### config.mk
export PLATFORM = sky130hd
export DESIGN_NAME = dm_arb
export DESIGN_NICKNAME = d
export VERILOG_FILES = /design/src/rtl/dm_pkg.sv /design/src/rtl/dm_arb_rr_arb2.sv /design/src/rtl/dm_arb.sv
export SDC_FILE = /design/constraint.sdc
export NUM_CORES = 1
export LEC_CHECK = 0
export ABC_AREA = 1
export BUFFER_PORTS_ARGS = -buffer_cell sky130_fd_sc_hd__buf_2
export CORE_UTILIZATION = 47
export DETAILED_ROUTE_END_ITERATION = 8
export PLACE_DENSITY = 0.8
export SLEW_MARGIN = 20
export SYNTH_ARGS = -nofsm -noshare
export SYNTH_HDL_FRONTEND = slang
export SYNTH_SLANG_ARGS = --single-unit
### constraint.sdc
create_clock -name clk -period 5.59 [get_ports clk]
set_clock_uncertainty 0.15 [all_clocks]
set_input_delay 0.559 -clock clk [delete_from_list [all_inputs] [get_ports clk]]
set_output_delay 0.559 -clock clk [all_outputs]
set_load 0.02 [all_outputs]
### src/rtl/dm_pkg.sv
// Shared types and access checks for the data-memory arbiter.
// Encodings match the dm access-type field.
package dm_pkg;

  typedef enum logic [2:0] {
    DM_W  = 3'b000,
    DM_H  = 3'b100,
    DM_HU = 3'b101,
    DM_B  = 3'b110,
    DM_BU = 3'b111
  } dm_type_e;

  typedef enum logic [1:0] {
    S_IDLE = 2'd0,
    S_BUSY = 2'd1,
    S_DONE = 2'd2
  } state_e;

  function automatic logic type_legal(
    input logic [2:0] t
  );
    logic ok;
    unique case (t)
      DM_W, DM_H, DM_HU,
      DM_B, DM_BU: ok = 1'b1;
      default:     ok = 1'b0;
    endcase
    return ok;
  endfunction

  function automatic logic aligned(
    input logic [2:0] t,
    input logic [1:0] a
  );
    logic ok;
    unique case (t)
      DM_W:        ok = (a == 2'b00);
      DM_H, DM_HU: ok = ~a[0];
      default:     ok = 1'b1;
    endcase
    return ok;
  endfunction

endpackage

### src/rtl/dm_arb_rr_arb2.sv
// Two-requester round-robin picker.
// On a tie the port not served last wins.
module rr_arb2 (
  input  logic       clk,
  input  logic       reset,
  input  logic [1:0] req_i,
  input  logic       update_i,
  input  logic       upd_idx_i,
  output logic       gnt_vld_o,
  output logic       gnt_idx_o
);

  logic last_q, last_d;

  always_comb begin
    gnt_vld_o = |req_i;
    gnt_idx_o = 1'b0;
    unique case (1'b1)
      (req_i == 2'b11): gnt_idx_o = ~last_q;
      (req_i == 2'b10): gnt_idx_o = 1'b1;
      default:          gnt_idx_o = 1'b0;
    endcase
  end

  always_comb begin
    last_d = last_q;
    if (update_i) last_d = upd_idx_i;
  end

  always_ff @(posedge clk or posedge reset) begin
    if (reset) last_q <= 1'b1;
    else       last_q <= last_d;
  end

endmodule

### src/rtl/dm_arb.sv
// Two-port arbiter/sequencer in front of the single-port dm.
// Holds dm inputs stable for LAT cycles, then acks for one cycle.
module dm_arb
  import dm_pkg::*;
#(
  parameter int unsigned LAT = 6
) (
  input  logic        clk,
  input  logic        reset,
  input  logic        req0,
  input  logic        req1,
  input  logic        we0,
  input  logic        we1,
  input  logic [2:0]  type0,
  input  logic [2:0]  type1,
  input  logic [31:0] addr0,
  input  logic [31:0] addr1,
  input  logic [31:0] wdata0,
  input  logic [31:0] wdata1,
  output logic        ack0,
  output logic        ack1,
  output logic        err0,
  output logic        err1,
  output logic [31:0] rdata0,
  output logic [31:0] rdata1,
  output logic        dm_w,
  output logic [2:0]  dm_type,
  output logic [31:0] dm_a,
  output logic [31:0] dm_wd,
  input  logic [31:0] dm_rd,
  output logic        busy
);

  localparam logic [3:0] CNT_INIT = 4'(LAT - 1);

  state_e      state_q, state_d;
  logic        gnt_q, gnt_d;
  logic        err_q, err_d;
  logic [3:0]  cnt_q, cnt_d;
  logic        dm_w_q, dm_w_d;
  logic [2:0]  dm_type_q, dm_type_d;
  logic [31:0] dm_a_q, dm_a_d;
  logic [31:0] dm_wd_q, dm_wd_d;
  logic [31:0] rdata0_q, rdata0_d;
  logic [31:0] rdata1_q, rdata1_d;

  logic        gnt_vld, gnt_idx, upd;
  logic        s_we, s_ok;
  logic [2:0]  s_type;
  logic [31:0] s_addr, s_wdata;

  rr_arb2 u_rr (
    .clk       (clk),
    .reset     (reset),
    .req_i     ({req1, req0}),
    .update_i  (upd),
    .upd_idx_i (gnt_q),
    .gnt_vld_o (gnt_vld),
    .gnt_idx_o (gnt_idx)
  );

  assign s_we    = gnt_idx ? we1    : we0;
  assign s_type  = gnt_idx ? type1  : type0;
  assign s_addr  = gnt_idx ? addr1  : addr0;
  assign s_wdata = gnt_idx ? wdata1 : wdata0;
  assign s_ok    = type_legal(s_type)
                && aligned(s_type, s_addr[1:0]);

  always_comb begin
    state_d   = state_q;
    gnt_d     = gnt_q;
    err_d     = err_q;
    cnt_d     = cnt_q;
    dm_w_d    = dm_w_q;
    dm_type_d = dm_type_q;
    dm_a_d    = dm_a_q;
    dm_wd_d   = dm_wd_q;
    rdata0_d  = rdata0_q;
    rdata1_d  = rdata1_q;
    upd       = 1'b0;
    unique case (state_q)
      S_IDLE: begin
        if (gnt_vld) begin
          gnt_d = gnt_idx;
          if (s_ok) begin
            err_d     = 1'b0;
            dm_w_d    = s_we;
            dm_type_d = s_type;
            dm_a_d    = s_addr;
            dm_wd_d   = s_wdata;
            cnt_d     = CNT_INIT;
            state_d   = S_BUSY;
          end else begin
            // rejected: never reaches dm
            err_d   = 1'b1;
            state_d = S_DONE;
          end
        end
      end
      S_BUSY: begin
        if (cnt_q == 4'd0) begin
          dm_w_d  = 1'b0;
          state_d = S_DONE;
        end else begin
          cnt_d = cnt_q - 4'd1;
        end
      end
      S_DONE: begin
        dm_w_d = 1'b0;
        upd    = 1'b1;
        if (!err_q) begin
          if (gnt_q) rdata1_d = dm_rd;
          else       rdata0_d = dm_rd;
        end
        state_d = S_IDLE;
      end
      default: state_d = S_IDLE;
    endcase
  end

  always_ff @(posedge clk or posedge reset) begin
    if (reset) begin
      state_q   <= S_IDLE;
      gnt_q     <= 1'b0;
      err_q     <= 1'b0;
      cnt_q     <= 4'd0;
      dm_w_q    <= 1'b0;
      dm_type_q <= 3'b000;
      dm_a_q    <= 32'd0;
      dm_wd_q   <= 32'd0;
      rdata0_q  <= 32'd0;
      rdata1_q  <= 32'd0;
    end else begin
      state_q   <= state_d;
      gnt_q     <= gnt_d;
      err_q     <= err_d;
      cnt_q     <= cnt_d;
      dm_w_q    <= dm_w_d;
      dm_type_q <= dm_type_d;
      dm_a_q    <= dm_a_d;
      dm_wd_q   <= dm_wd_d;
      rdata0_q  <= rdata0_d;
      rdata1_q  <= rdata1_d;
    end
  end

  assign ack0 = (state_q == S_DONE) && !gnt_q;
  assign ack1 = (state_q == S_DONE) &&  gnt_q;
  assign err0 = ack0 && err_q;
  assign err1 = ack1 && err_q;

  // read data is visible in the ack cycle itself
  assign rdata0 = (ack0 && !err_q) ? dm_rd : rdata0_q;
  assign rdata1 = (ack1 && !err_q) ? dm_rd : rdata1_q;

  assign dm_w    = dm_w_q;
  assign dm_type = dm_type_q;
  assign dm_a    = dm_a_q;
  assign dm_wd   = dm_wd_q;
  assign busy    = (state_q != S_IDLE);

endmodule

# Word level (Yosys, flattened, before mapping)
# Index checks and enable logic that the tools add are counted.
dict set report totals {
  register_bits 141
  latchBits 0
  ram_bits 0
  mem_bits_ro 0
  in_bits 172
  n_memories 0
}
dict set report op_classes {
  n_addsub 1
  n_mul 0
  div_mod_pow 0
  magnitude_cmp 0
  eq_ne 12
  shift 0
  mux 23
  bitwise 4
  n_reduce_logical 26
}
# cell n
set op_table {}
lappend op_table {{$mux W32} 4}
lappend op_table {{$eq A3 B3 Y1 const B} 4}
lappend op_table {{$mux W4} 3}
lappend op_table {{$reduce_and A3 Y1} 3}
lappend op_table {{$ne A2 B2 Y1 const B} 4}
lappend op_table {{$pmux W4 S2} 1}
lappend op_table {{$reduce_and A4 Y1} 2}
lappend op_table {{$logic_and A1 B1 Y1} 7}
lappend op_table {{$mux W1} 7}
lappend op_table {{$eq A2 B2 Y1 const B} 3}
lappend op_table {{$mux W2} 3}
lappend op_table {{$reduce_or A5 Y1} 1}
lappend op_table {{$logic_not A2 Y1} 2}
lappend op_table {{$logic_not A4 Y1} 1}
lappend op_table {{$not A1 Y1} 4}
lappend op_table {{$pmux W1 S2} 2}
lappend op_table {{$pmux W2 S2} 1}
lappend op_table {{$reduce_and A2 Y1} 2}
lappend op_table {{$reduce_bool A2 Y1} 2}
lappend op_table {{$reduce_or A2 Y1} 2}
lappend op_table {{$sub A4 B1 Y4 const B} 1}
lappend op_table {{$logic_not A3 Y1} 1}
lappend op_table {{$mux W3} 1}
lappend op_table {{$pmux W1 S3} 1}
lappend op_table {{other kinds (3)} 4}

# Longest topological paths before layout
# Gate-level depths: netlist of run 1.
dict set report logic_depth {
  depth_word 10
  mapped_depth 11
  ltp_nobuf 11
}

# By module
# A second synthesis of run 1 with hierarchy kept.
dict set report hier_totals {
  cells_unflattened 896
  hier_area_um2 6668.9
}
# module instances cells_each area_per_inst_um2 seq_area_each_um2
set by_module_without_submodules {}
lappend by_module_without_submodules {dm_arb 1 887 6608.8 3503.4}
lappend by_module_without_submodules {rr_arb2 1 9 60.1 26.3}

# Worst setup path after synthesis of run 1
# Ideal clock, no wire load.
dict set report synth_path {
  kind {flip-flop to output port}
  startpoint {reg state_q[0]}
  endpoint {out rdata1[0]}
  arrival_ns 1.893
  path_slack_ns 2.988
  stages_incl_launch_ff 9
  path_cell_list {dfrtp_1 -> inv_1 -> ha_1 -> nand2_1 -> inv_1 -> nand2_1 -> clkbuf_1 -> clkbuf_1 -> o21ai_0}
}
dict set report synth_between {
  elab_chain_cells 4
}
# item line_no
set synth_lines {}
lappend synth_lines {{start, declared} dm_arb.sv:36} ;# state_e state_q, state_d;
lappend synth_lines {{start signal, assigned} dm_arb.sv:134} ;# state_q <= state_d;
lappend synth_lines {{$eq A2 B2 Y1} dm_arb.sv:148} ;# assign ack1 = (state_q == S_DONE) && gnt_q;
lappend synth_lines {{$logic_and A1 B1 Y1} dm_arb.sv:148}
lappend synth_lines {{via ack1} dm_arb.sv:21} ;# output logic ack1,
lappend synth_lines {{$logic_and A1 B1 Y1} dm_arb.sv:154} ;# assign rdata1 = (ack1 && !err_q) ? dm_rd : rdata1_q;
lappend synth_lines {{$mux W32} dm_arb.sv:154}
lappend synth_lines {{end, declared} dm_arb.sv:25} ;# output logic [31:0] rdata1,
# The timed path passes the listed nets, and every way through them passes these cells.

# Worst setup path after layout of run 1
dict set report layout_path {
  startpoint {reg u_rr.last_q}
  endpoint {reg dm_wd_q[29] (netlist: dm_wd[29])}
}
dict set report layout_between {
  elab_chain_cells 8
  word_cells_on_any_way 18
}
# item line_no
set layout_lines {}
lappend layout_lines {{start, declared} dm_arb_rr_arb2.sv:13} ;# logic last_q, last_d;
lappend layout_lines {{start signal, assigned} dm_arb_rr_arb2.sv:32} ;# else last_q <= last_d;
lappend layout_lines {{$not A1 Y1 *} dm_arb_rr_arb2.sv:19} ;# (req_i == 2'b11): gnt_idx_o = ~last_q;
lappend layout_lines {{$pmux W1 S2 *} dm_arb_rr_arb2.sv:18} ;# unique case (1'b1)
lappend layout_lines {{$mux W3} dm_arb.sv:63} ;# assign s_type = gnt_idx ? type1 : type0;
lappend layout_lines {{$eq A3 B3 Y1, or another cell as far along} {dm_pkg.sv:23, dm_pkg.sv:36}}
lappend layout_lines {{$reduce_or A2 Y1 or $reduce_or A5 Y1 (tied branches)} {dm_pkg.sv:36, dm_pkg.sv:23}}
lappend layout_lines {{$pmux W1 S2 or $mux W1 (tied branches)} {dm_pkg.sv:36, dm_pkg.sv:23}}
lappend layout_lines {{$logic_and A1 B1 Y1} dm_arb.sv:67} ;# && aligned(s_type, s_addr[1:0]);
lappend layout_lines {{$reduce_and A3 Y1 (no line)} n/a}
lappend layout_lines {{end signal, assigned} dm_arb.sv:141} ;# dm_wd_q <= dm_wd_d;
lappend layout_lines {{end, declared} dm_arb.sv:43} ;# logic [31:0] dm_wd_q, dm_wd_d;
# Every way passes the cells marked *; elsewhere a longest branch is shown, timed or not.
# A chain may end at the register's enable or synchronous reset.

==> results of run 1 <==
==> synthesized netlist by cell type, types with 2 or more instances <==
cell and count:
nand2_1 474, dfrtp_1 140, o21ai_0 136, inv_1 53, clkbuf_1 22, buf_2 14, nor2_1 13, buf_6 6
nand3_1 6, buf_1 5, ha_1 4, a21oi_1 3, nand2_2 3, or2_2 2
==> layer usage <==
layer  part of all wire  track usage
met4              0.036        0.120
met1               0.41        0.294
met2               0.48        0.407
met3              0.070       0.0757
met5                  0            0
==> kinds of logic after synthesis <==
logic type,after synthesis
AOI/OAI and AO/OA,143
DFF,141
buffers and inverters,101
and+or+nand+nor,503
adders and majority gates,4
==> metrics by stage <==
step	hold WS (ps)	cell area [um^2]	utilization	power [mW]	cells
2_1_floorplan	293	6680	-	3.39	892
3_3_place_gp	304	8240	0.594	4.15	1337
3_5_place_dp	308	8240	0.594	4.22	1337
4_1_cts	185	8870	0.639	5.43	1369
5_1_grt	239	8870	0.639	5.79	1369
6_report	163	8870	0.639	5.38	1370
==> registers in the layout (all words and copies together), names as in the netlist <==
register and count:
dm_wd 32, u_rr.last_q 1, gnt_q 1, dm_type 3, rdata0_q 32, dm_w 1
cnt_q 4, err_q 1, rdata1_q 32, state_q 2, dm_a 32
==> final cells by class <==
cell class	instances	area (um^2)	share of cell area
Clock buffer	21	460	0.0519
Sequential cell	141	3530	0.398
Tap cell	180	225	0.0254
Clock inverter	11	165	0.0186
Multi-Input combinational cell	650	2710	0.305
Antenna cell	1	2.50	0.000282
Inverter	54	210	0.0237
Timing Repair Buffer	312	1570	0.177
==> how the worst min path moves through the flow <==
stage,cells after the start,end,start
2_1_floorplan,2,rdata0_q[0],rdata0_q[0]
3_3_place_gp,2,dm_w,dm_w
3_5_place_dp,2,dm_w,dm_w
4_1_cts,2,dm_type[1],reset
5_1_grt,2,dm_type[1],reset
6_report,2,dm_type[1],reset
==> power groups by stage <==
stage	registers, mW	clock network (mW)	logic (mW)
floorplan	1.97	0	1.42
global placement	1.70	0	2.45
detailed placement	1.71	0	2.51
CTS	1.71	1.21	2.52
global route	1.76	1.25	2.78
finish	1.71	1.18	2.49
==> flow_metrics.py, run 1 <==
metrics = {
    "timing": {
        "tightestPinTransition_ps": 1040,
        "layout_min_cycle_time_ps": 3660,
        "post-route-period-util": 0.655,
        "hold_violations": 0,
        "fmax_ghz": 0.273,
        "rsz0062_at_grt": "false",
        "setup_viol": 0,
        "drv_slew": 0,
        "setup_ws_ps": 1930,
        "setup_tns_ps": 0,
        "slew_headroom": 0.304,
    },
    "pwr": {
        "p_int_mw": 3.05,
        "p_switching_mw": 2.33,
        "clockPowerShare": 0.220,
        "p_per_area_nw_per_um2": 607,
        "netSwitchingFraction": 0.433,
        "comb_power_share": 0.462,
        "power.leakage_nw": 5.28,
        "ir_drop_mv": 0.382,
        "power_frac_seq": 0.318,
    },
    "synthesis": {
        "yosys.area_share.xor_xnor": 0,
        "ys.flop_type": "dfrtp_1",
        "avgSynthCellArea_um2": 7.48,
        "netlist_instances": 892,
        "synth_top_family_by_area": "simple AND/OR/NAND/NOR gates",
        "syn_nets": 1068,
        "synth.area.top_cells": "dfrtp_1, nand2_1, o21ai_0",
        "yosysSeqAreaShare": 0.529,
        "ys_ff_latch": 141,
        "synthSimpleGateAreaFrac": 0.289,
        "synth_area_leader_cell": "dfrtp_1",
        "synth_enable_flop_cells": 0,
        "synth_top_area_share": 0.525,
        "ys_types": 25,
        "synthArstFlopShare": 1.00,
        "synthAdderAreaFrac": 0.00750,
        "synth_compound_area_frac": 0.108,
        "synth_warnings": 0,
        "synth_mux_area_frac": 0,
        "synth_area_um2": 6680,
    },
    "cts": {
        "root_buffer": "clkbuf_16",
        "htreeDepth": 4,
        "cts_tree": "done",
        "clock-sinks": 141,
        "numCtsBuffers": 17,
        "insertion_delay_ps": 420,
        "postCtsSetupBuffers": 0,
        "path_clk_slew_ps": 60,
        "clockBufferDepth": 2,
        "cts_repair_resize_count": 0,
        "cts_hold_buf": 0,
    },
    "global_routing": {
        "grt.overflow.total": 0,
        "grt_use_total": 0.247,
        "grt_pass1_wl_um": 28000,
        "antenna_found_initial": 1,
        "grt_pass1_vias": 5996,
        "grt_max_degree": 97,
    },
    "detailed_routing": {
        "routedWlPerCell_um": 12.8,
        "final_antenna_net_count": 0,
        "drc_errors": 0,
        "drt-total-wl_um": 17500,
        "vias": 6543,
        "vias_per_cell": 4.78,
        "drt_pre_antenna_iters": 5,
        "drtIter0Drc": 372,
    },
    "die": {
        "rows": 43,
        "die-area_um2": 14700,
        "design.core.area_um2": 13900,
        "die-width_um": 121,
        "die_h_um": 121,
        "start_util": 0.481,
        "design.portCount": 309,
    },
    "worst_setup_path": {
        "crit_chain": "nand2_1 > nand2_2 > buf_4 > nand2_1 > nand2_1 > nand3_1 > nand2_1 > nand3_4 > inv_4 > nand2_1 > nand2_1",
        "worstPathRequired_ps": 5790,
        "timing.critical_path.from": "u_rr.last_q",
        "crit_path_start_kind": "register",
        "worstReg2RegStart": "u_rr.last_q",
        "crit_buf_inv": 2,
        "cp_num_cells": 11,
        "crit_fanout": 73,
        "slowest_stage": "inv_4",
        "cpMostUsedCell": "nand2_1",
        "worst-setup-path-type": "reg -> reg",
        "crit_path_end_kind": "register",
        "slowest_delay_ps": 780,
        "worst-r2r-setup-slack_ps": 1930,
        "cp.arrival_ps": 3860,
        "r2r_end": "dm_wd[29]",
        "r2r_cells": 11,
        "path_delay_family": "simple AND/OR/NAND/NOR gates",
        "endpoint": "dm_wd[29]",
    },
    "placement": {
        "portBuffers": 308,
        "gp_congestion": 0.840,
        "dp_hpwl_um": 12300,
        "dp_slack_ps": 1720,
    },
    "finish": {
        "layout-drive-gt1-share": 0.298,
        "area_growth_pct": 32.9,
        "layout_commonest_cell": "nand2_1",
        "most-common-layout-cells": "nand2_1, buf_2, dfrtp_1, o21ai_0, inv_1",
        "fin_nets": 1352,
        "fillers": 1252,
    },
    "worst_hold_path": {
        "hold_class": "in -> async",
    },
    "outcome": {
        "status": "complete, no violations",
    },
    "flow_run": {
        "maxCapViolations": 0,
    },
}
Note: power is estimated with default switching activity, not from simulation.
==> run 2: changes to the inputs <==
--- a/config.mk
+++ b/config.mk
@@ -5,7 +5,7 @@
 export SDC_FILE = /design/constraint.sdc
 export NUM_CORES = 1
 export LEC_CHECK = 0
-export ABC_AREA = 1
+export ABC_AREA = 0
 export BUFFER_PORTS_ARGS = -buffer_cell sky130_fd_sc_hd__buf_2
 export CORE_UTILIZATION = 47
 export DETAILED_ROUTE_END_ITERATION = 8
==> constraint.sdc (replaced) <==
create_clock -name clk -period 3.8 [get_ports clk]
set_clock_uncertainty 0.15 [all_clocks]
set_input_delay 0.38 -clock clk [delete_from_list [all_inputs] [get_ports clk]]
set_output_delay 0.38 -clock clk [all_outputs]
set_load 0.02 [all_outputs]
==> flow_metrics.py, run 2 <==
metrics = {
    "finish": {
        "layout-drive-gt1-share": 0.508,
        "final_cells": 1132,
        "fillers": 1152,
        "multi_input_area_um2": 3030,
        "fin_nets": 1115,
        "layout_commonest_cell": "buf_2",
        "area_growth_pct": 34.5,
        "most-common-layout-cells": "buf_2, nand2_1, dfrtp_1, mux2_2, nor2_1",
        "register_area_um2": 3530,
    },
    "cts": {
        "cts_tree": "done",
        "postCtsSetupBuffers": 0,
        "htreeDepth": 4,
        "path_clk_slew_ps": 60,
        "cts_hold_buf": 1,
        "clockBufferDepth": 2,
        "insertion_delay_ps": 410,
        "root_buffer": "clkbuf_16",
        "clock-sinks": 141,
        "numCtsBuffers": 17,
        "cts_repair_resize_count": 0,
    },
    "detailed_routing": {
        "drt-total-wl_um": 17200,
        "drc_errors": 0,
        "final_antenna_net_count": 0,
        "routedWlPerCell_um": 15.2,
        "vias_per_cell": 5.20,
        "drtIter0Drc": 235,
        "vias": 5881,
        "drt_pre_antenna_iters": 4,
    },
    "global_routing": {
        "grt_max_degree": 123,
        "grt_use_total": 0.233,
        "grt.overflow.total": 0,
        "grt_pass1_wl_um": 26800,
        "antenna_found_initial": 2,
        "grt_pass1_vias": 5687,
    },
    "worst_setup_path": {
        "crit_path_end_kind": "primary output",
        "cp.arrival_ps": 2450,
        "crit_path_start_kind": "register",
        "slowest_delay_ps": 530,
        "worst-setup-path-type": "reg -> out",
        "path_delay_family": "buffers and inverters",
        "crit_chain": "inv_1 > ha_1 > and2_1 > nand2b_2 > buf_4 > mux2_2 > buf_2",
        "worst-r2r-setup-slack_ps": 1390,
        "cp_num_cells": 7,
        "slowest_stage": "buf_4",
        "r2r_cells": 7,
        "crit_buf_inv": 3,
        "worstPathRequired_ps": 3270,
        "crit_fanout": 53,
    },
    "die": {
        "die_h_um": 122,
        "die-area_um2": 14900,
        "rows": 43,
        "design.portCount": 309,
        "start_util": 0.485,
        "design.core.area_um2": 14000,
        "die-width_um": 122,
    },
    "synthesis": {
        "synthTopCellsByCount": "dfrtp_1, nand2_1, mux2_2",
        "synth_warnings": 0,
        "yosysSeqAreaShare": 0.520,
        "syn_nets": 822,
        "synth_compound_area_frac": 0.0852,
        "synthArstFlopShare": 1.00,
        "synth_area_um2": 6790,
        "synthSimpleGateAreaFrac": 0.133,
        "synth_enable_flop_cells": 0,
        "synthAdderAreaFrac": 0.00737,
        "netlist_instances": 646,
        "avgSynthCellArea_um2": 10.5,
        "ys_ff_latch": 141,
        "synth.area.top_cells": "dfrtp_1, mux2_2, nand2_1",
        "synth_mux_area_frac": 0.217,
        "yosys.area_share.xor_xnor": 0,
        "synth_top_family_by_area": "multiplexers",
        "synth_area_leader_cell": "dfrtp_1",
        "ys.flop_type": "dfrtp_1",
        "synth_top_area_share": 0.516,
        "ys_types": 34,
    },
    "pwr": {
        "netSwitchingFraction": 0.391,
        "ir_drop_mv": 0.449,
        "p_int_mw": 5.10,
        "comb_power_share": 0.469,
        "p_switching_mw": 3.27,
        "power.leakage_nw": 4.40,
        "clockPowerShare": 0.216,
        "power_frac_seq": 0.315,
        "p_per_area_nw_per_um2": 918,
    },
    "timing": {
        "fmax_ghz": 0.336,
        "drv_slew": 0,
        "rsz0062_at_grt": "false",
        "hold_violations": 0,
        "setup_viol": 0,
        "post-route-period-util": 0.783,
        "slew_headroom": 0.539,
        "setup_tns_ps": 0,
        "layout_min_cycle_time_ps": 2980,
        "tightestPinTransition_ps": 692,
    },
    "placement": {
        "placed_cells": 1099,
        "gp_congestion": 0.831,
        "dp_hpwl_um": 12300,
        "portBuffers": 308,
    },
    "worst_hold_path": {
        "whs_path_depth": 3,
        "hold_class": "in -> reg",
    },
    "flow_run": {
        "maxCapViolations": 0,
    },
    "outcome": {
        "status": "complete, no violations",
    },
}
## run 2: kinds of logic (layout without fill, tap and decap cells)
group	count (synthesis)	after routing
AND/OR/NAND/NOR	229	229
flip-flops	141	141
multiplexers	131	131
AO/OA/AOI/OAI	88	88
buffers and inverters	53	358
adder cells (fa/ha/maj)	4	4
other	0	1
## run 2: layout make-up
class	count	area share
sequential	141	0.387
multi-input combinational	452	0.332
timing repair buffer	318	0.182
clock buffer	21	0.0505
tap	180	0.0247
clock inverter	10	0.0204
inverter	9	0.00411
antenna	1	0.000274
## run 2: stage by stage
step / utilization / total power [mW] / hold slack, ps / area, um^2 / setup WS, ps
floorplan: - / 5.35 / 324 / 6790 / 1280
detailed placement: 0.605 / 6.60 / 266 / 8470 / 1240
finish: 0.652 / 8.37 / 63.1 / 9130 / 824
global placement: 0.605 / 6.49 / 268 / 8470 / 1320
global route: 0.652 / 8.91 / 52.0 / 9130 / 681
CTS: 0.652 / 8.44 / 45.4 / 9120 / 798
## run 2: worst paths after layout
| path | startpoint | endpoint |
|---|---|---|
| min reg2reg | rdata1_q[24] | rdata1_q[24] |
| max reg2reg | state_q[0] | rdata1_q[3] |
| max in group asynchronous | reset | dm_wd[19] |
| min | wdata1[14] | dm_wd[14] |
| min in group asynchronous | reset | rdata0_q[22] |
| max | state_q[0] | rdata1[3] |
## run 2: power groups by stage
stage               sequential [mW]  clock (mW)  combinational, mW
finish                         2.64        1.81               3.93
global route                   2.74        1.91               4.26
CTS                            2.64        1.84               3.96
detailed placement             2.65           0               3.95
global placement               2.63           0               3.86
floorplan                      3.02           0               2.33
## run 2: worst register-to-register path: stages (launching register included)
cell	delay, ps
dfrtp_1	350
inv_1	80
ha_1	230
and2_1	160
nand2b_2	60
buf_4	530
buf_4	390
mux2_2	360
## run 2: routing by layer
layer,vias to the layer above,global-route usage,wire [um]
met5,-,0,13
met4,2,0.111,513
met3,38,0.0655,1240
met2,224,0.391,8470
met1,2789,0.275,6970
li1,2828,-,-
==> run 3: changes to the inputs <==
==> constraint.sdc (replaced) <==
create_clock -name clk -period 2.9 [get_ports clk]
set_clock_uncertainty 0.15 [all_clocks]
set_input_delay 0.29 -clock clk [delete_from_list [all_inputs] [get_ports clk]]
set_output_delay 0.29 -clock clk [all_outputs]
set_load 0.02 [all_outputs]
==> flow_metrics.py, run 3 (same netlist as run 2, synthesis figures left out) <==
metrics = {
    "global_routing": {
        "grt_max_degree": 142,
        "grt_pass1_wl_um": 32900,
        "antenna_found_initial": 1,
        "grt_use_total": 0.288,
        "grt.overflow.total": 0,
        "grt_pass1_vias": 6975,
    },
    "detailed_routing": {
        "vias_per_cell": 5.26,
        "drc_errors": 0,
        "final_antenna_net_count": 0,
        "vias": 6717,
        "routedWlPerCell_um": 16.9,
        "drtIter0Drc": 391,
        "drt_pre_antenna_iters": 7,
        "drt-total-wl_um": 21600,
    },
    "pwr": {
        "p_int_mw": 7.14,
        "netSwitchingFraction": 0.394,
        "ir_drop_mv": 0.570,
        "p_switching_mw": 4.65,
        "clockPowerShare": 0.179,
        "power.leakage_nw": 4.95,
        "p_per_area_nw_per_um2": 1120,
        "total_power_mw": 11.8,
        "power_frac_seq": 0.297,
        "comb_power_share": 0.524,
    },
    "finish": {
        "area_growth_pct": 55.1,
        "fin_nets": 1259,
        "most-common-layout-cells": "buf_2, dlygate4sd3_1, nand2_1, dfrtp_1, mux2_2",
        "final_cells": 1277,
        "layout_commonest_cell": "buf_2",
        "layout-drive-gt1-share": 0.443,
    },
    "timing": {
        "drv_slew": 0,
        "post-route-period-util": 0.947,
        "setup_viol": 0,
        "hold_violations": 0,
        "slew_headroom": 0.511,
        "setup_ws_ps": 154,
        "setup_tns_ps": 0,
        "layout_min_cycle_time_ps": 2750,
        "whs_ps": 13.1,
        "tightestPinTransition_ps": 734,
        "rsz0062_at_grt": "false",
        "fmax_ghz": 0.364,
    },
    "worst_setup_path": {
        "worstPathRequired_ps": 3090,
        "cp.arrival_ps": 2940,
        "crit_fanout": 42,
        "worst-setup-path-type": "in -> reg",
        "crit_path_end_kind": "register",
        "worst-r2r-setup-slack_ps": 180,
        "crit_path_start_kind": "primary input",
    },
    "cts": {
        "clockBufferDepth": 2,
        "numCtsBuffers": 17,
        "insertion_delay_ps": 400,
        "path_clk_slew_ps": 60,
        "clock-sinks": 141,
        "htreeDepth": 4,
        "root_buffer": "clkbuf_16",
        "cts_tree": "done",
    },
    "die": {
        "die-width_um": 122,
        "rows": 43,
        "design.portCount": 309,
        "start_util": 0.485,
        "design.core.area_um2": 14000,
        "die-area_um2": 14900,
        "die_h_um": 122,
    },
    "outcome": {
        "status": "complete, no violations",
    },
    "placement": {
        "dp_hpwl_um": 12300,
        "placed_cells": 1099,
        "portBuffers": 308,
        "dp_slack_ps": 525,
        "gp_congestion": 0.842,
    },
    "flow_run": {
        "maxCapViolations": 0,
    },
    "worst_hold_path": {
        "hold_class": "in -> reg",
    },
}
[run 3: power groups by stage]
stage / registers (mW) / clock network, mW / logic (mW)
floorplan: 3.96 / 0 / 3.05
global placement: 3.44 / 0 / 5.08
detailed placement: 3.48 / 0 / 5.18
CTS: 3.46 / 2.15 / 6.00
global route: 3.62 / 2.24 / 6.59
finish: 3.50 / 2.11 / 6.18
[run 3: worst max-delay path: stages]
cell and delay [ps]:
dlygate4sd3_1 530, buf_2 140, nor3_1 250, o211ai_1 180, a21oi_4 250, buf_4 420
nor2_1 100, a31oi_1 180, dlygate4sd3_1 600
[run 3: per-layer routing]
layer,vias to the layer above,wire [um],part of all wire,track usage
met3,92,1670,0.077,0.0810
met4,0,1160,0.054,0.199
met1,3192,8160,0.38,0.312
li1,3106,-,-,-
met5,-,0,0,0
met2,327,10700,0.49,0.488
[run 3: worst paths after layout]
| path | from | end | cells past startpoint |
|---|---|---|---|
| min reg2reg | rdata1_q[0] | rdata1_q[0] | 1 |
| min in group asynchronous | reset | rdata0_q[13] | 4 |
| max in group asynchronous | reset | state_q[1] | 4 |
| max reg2reg | u_rr.last_q | dm_wd[4] | 6 |
| min | addr0[6] | dm_a[6] | 3 |
| max | type0[1] | dm_a[18] | 9 |
[run 3: timing repair]
action	in CTS	in global routing
hold endpoints to repair	136	0
buffers inserted	0	1
resized for setup	0	1
hold buffers	143	0
endpoints found under the setup margin	0	23
[run 3: cell type report]
class / instances / area, um^2
clock buffer: 21 / 460
inverter: 9 / 37.5
sequential: 141 / 3530
multi-input combinational: 452 / 3030
fill: 848 / 3460
clock inverter: 11 / 118
tap: 180 / 225
timing repair buffer: 462 / 3130
antenna: 1 / 2.50
[run 3: stage by stage]
| step | area, um^2 | util |
|---|---|---|
| final | 10500 | 0.753 |
| after global routing | 10500 | 0.753 |
| after CTS | 10500 | 0.750 |
| after detailed placement | 8480 | 0.606 |
| after global placement | 8480 | 0.606 |
| after floorplan | 6790 | - |
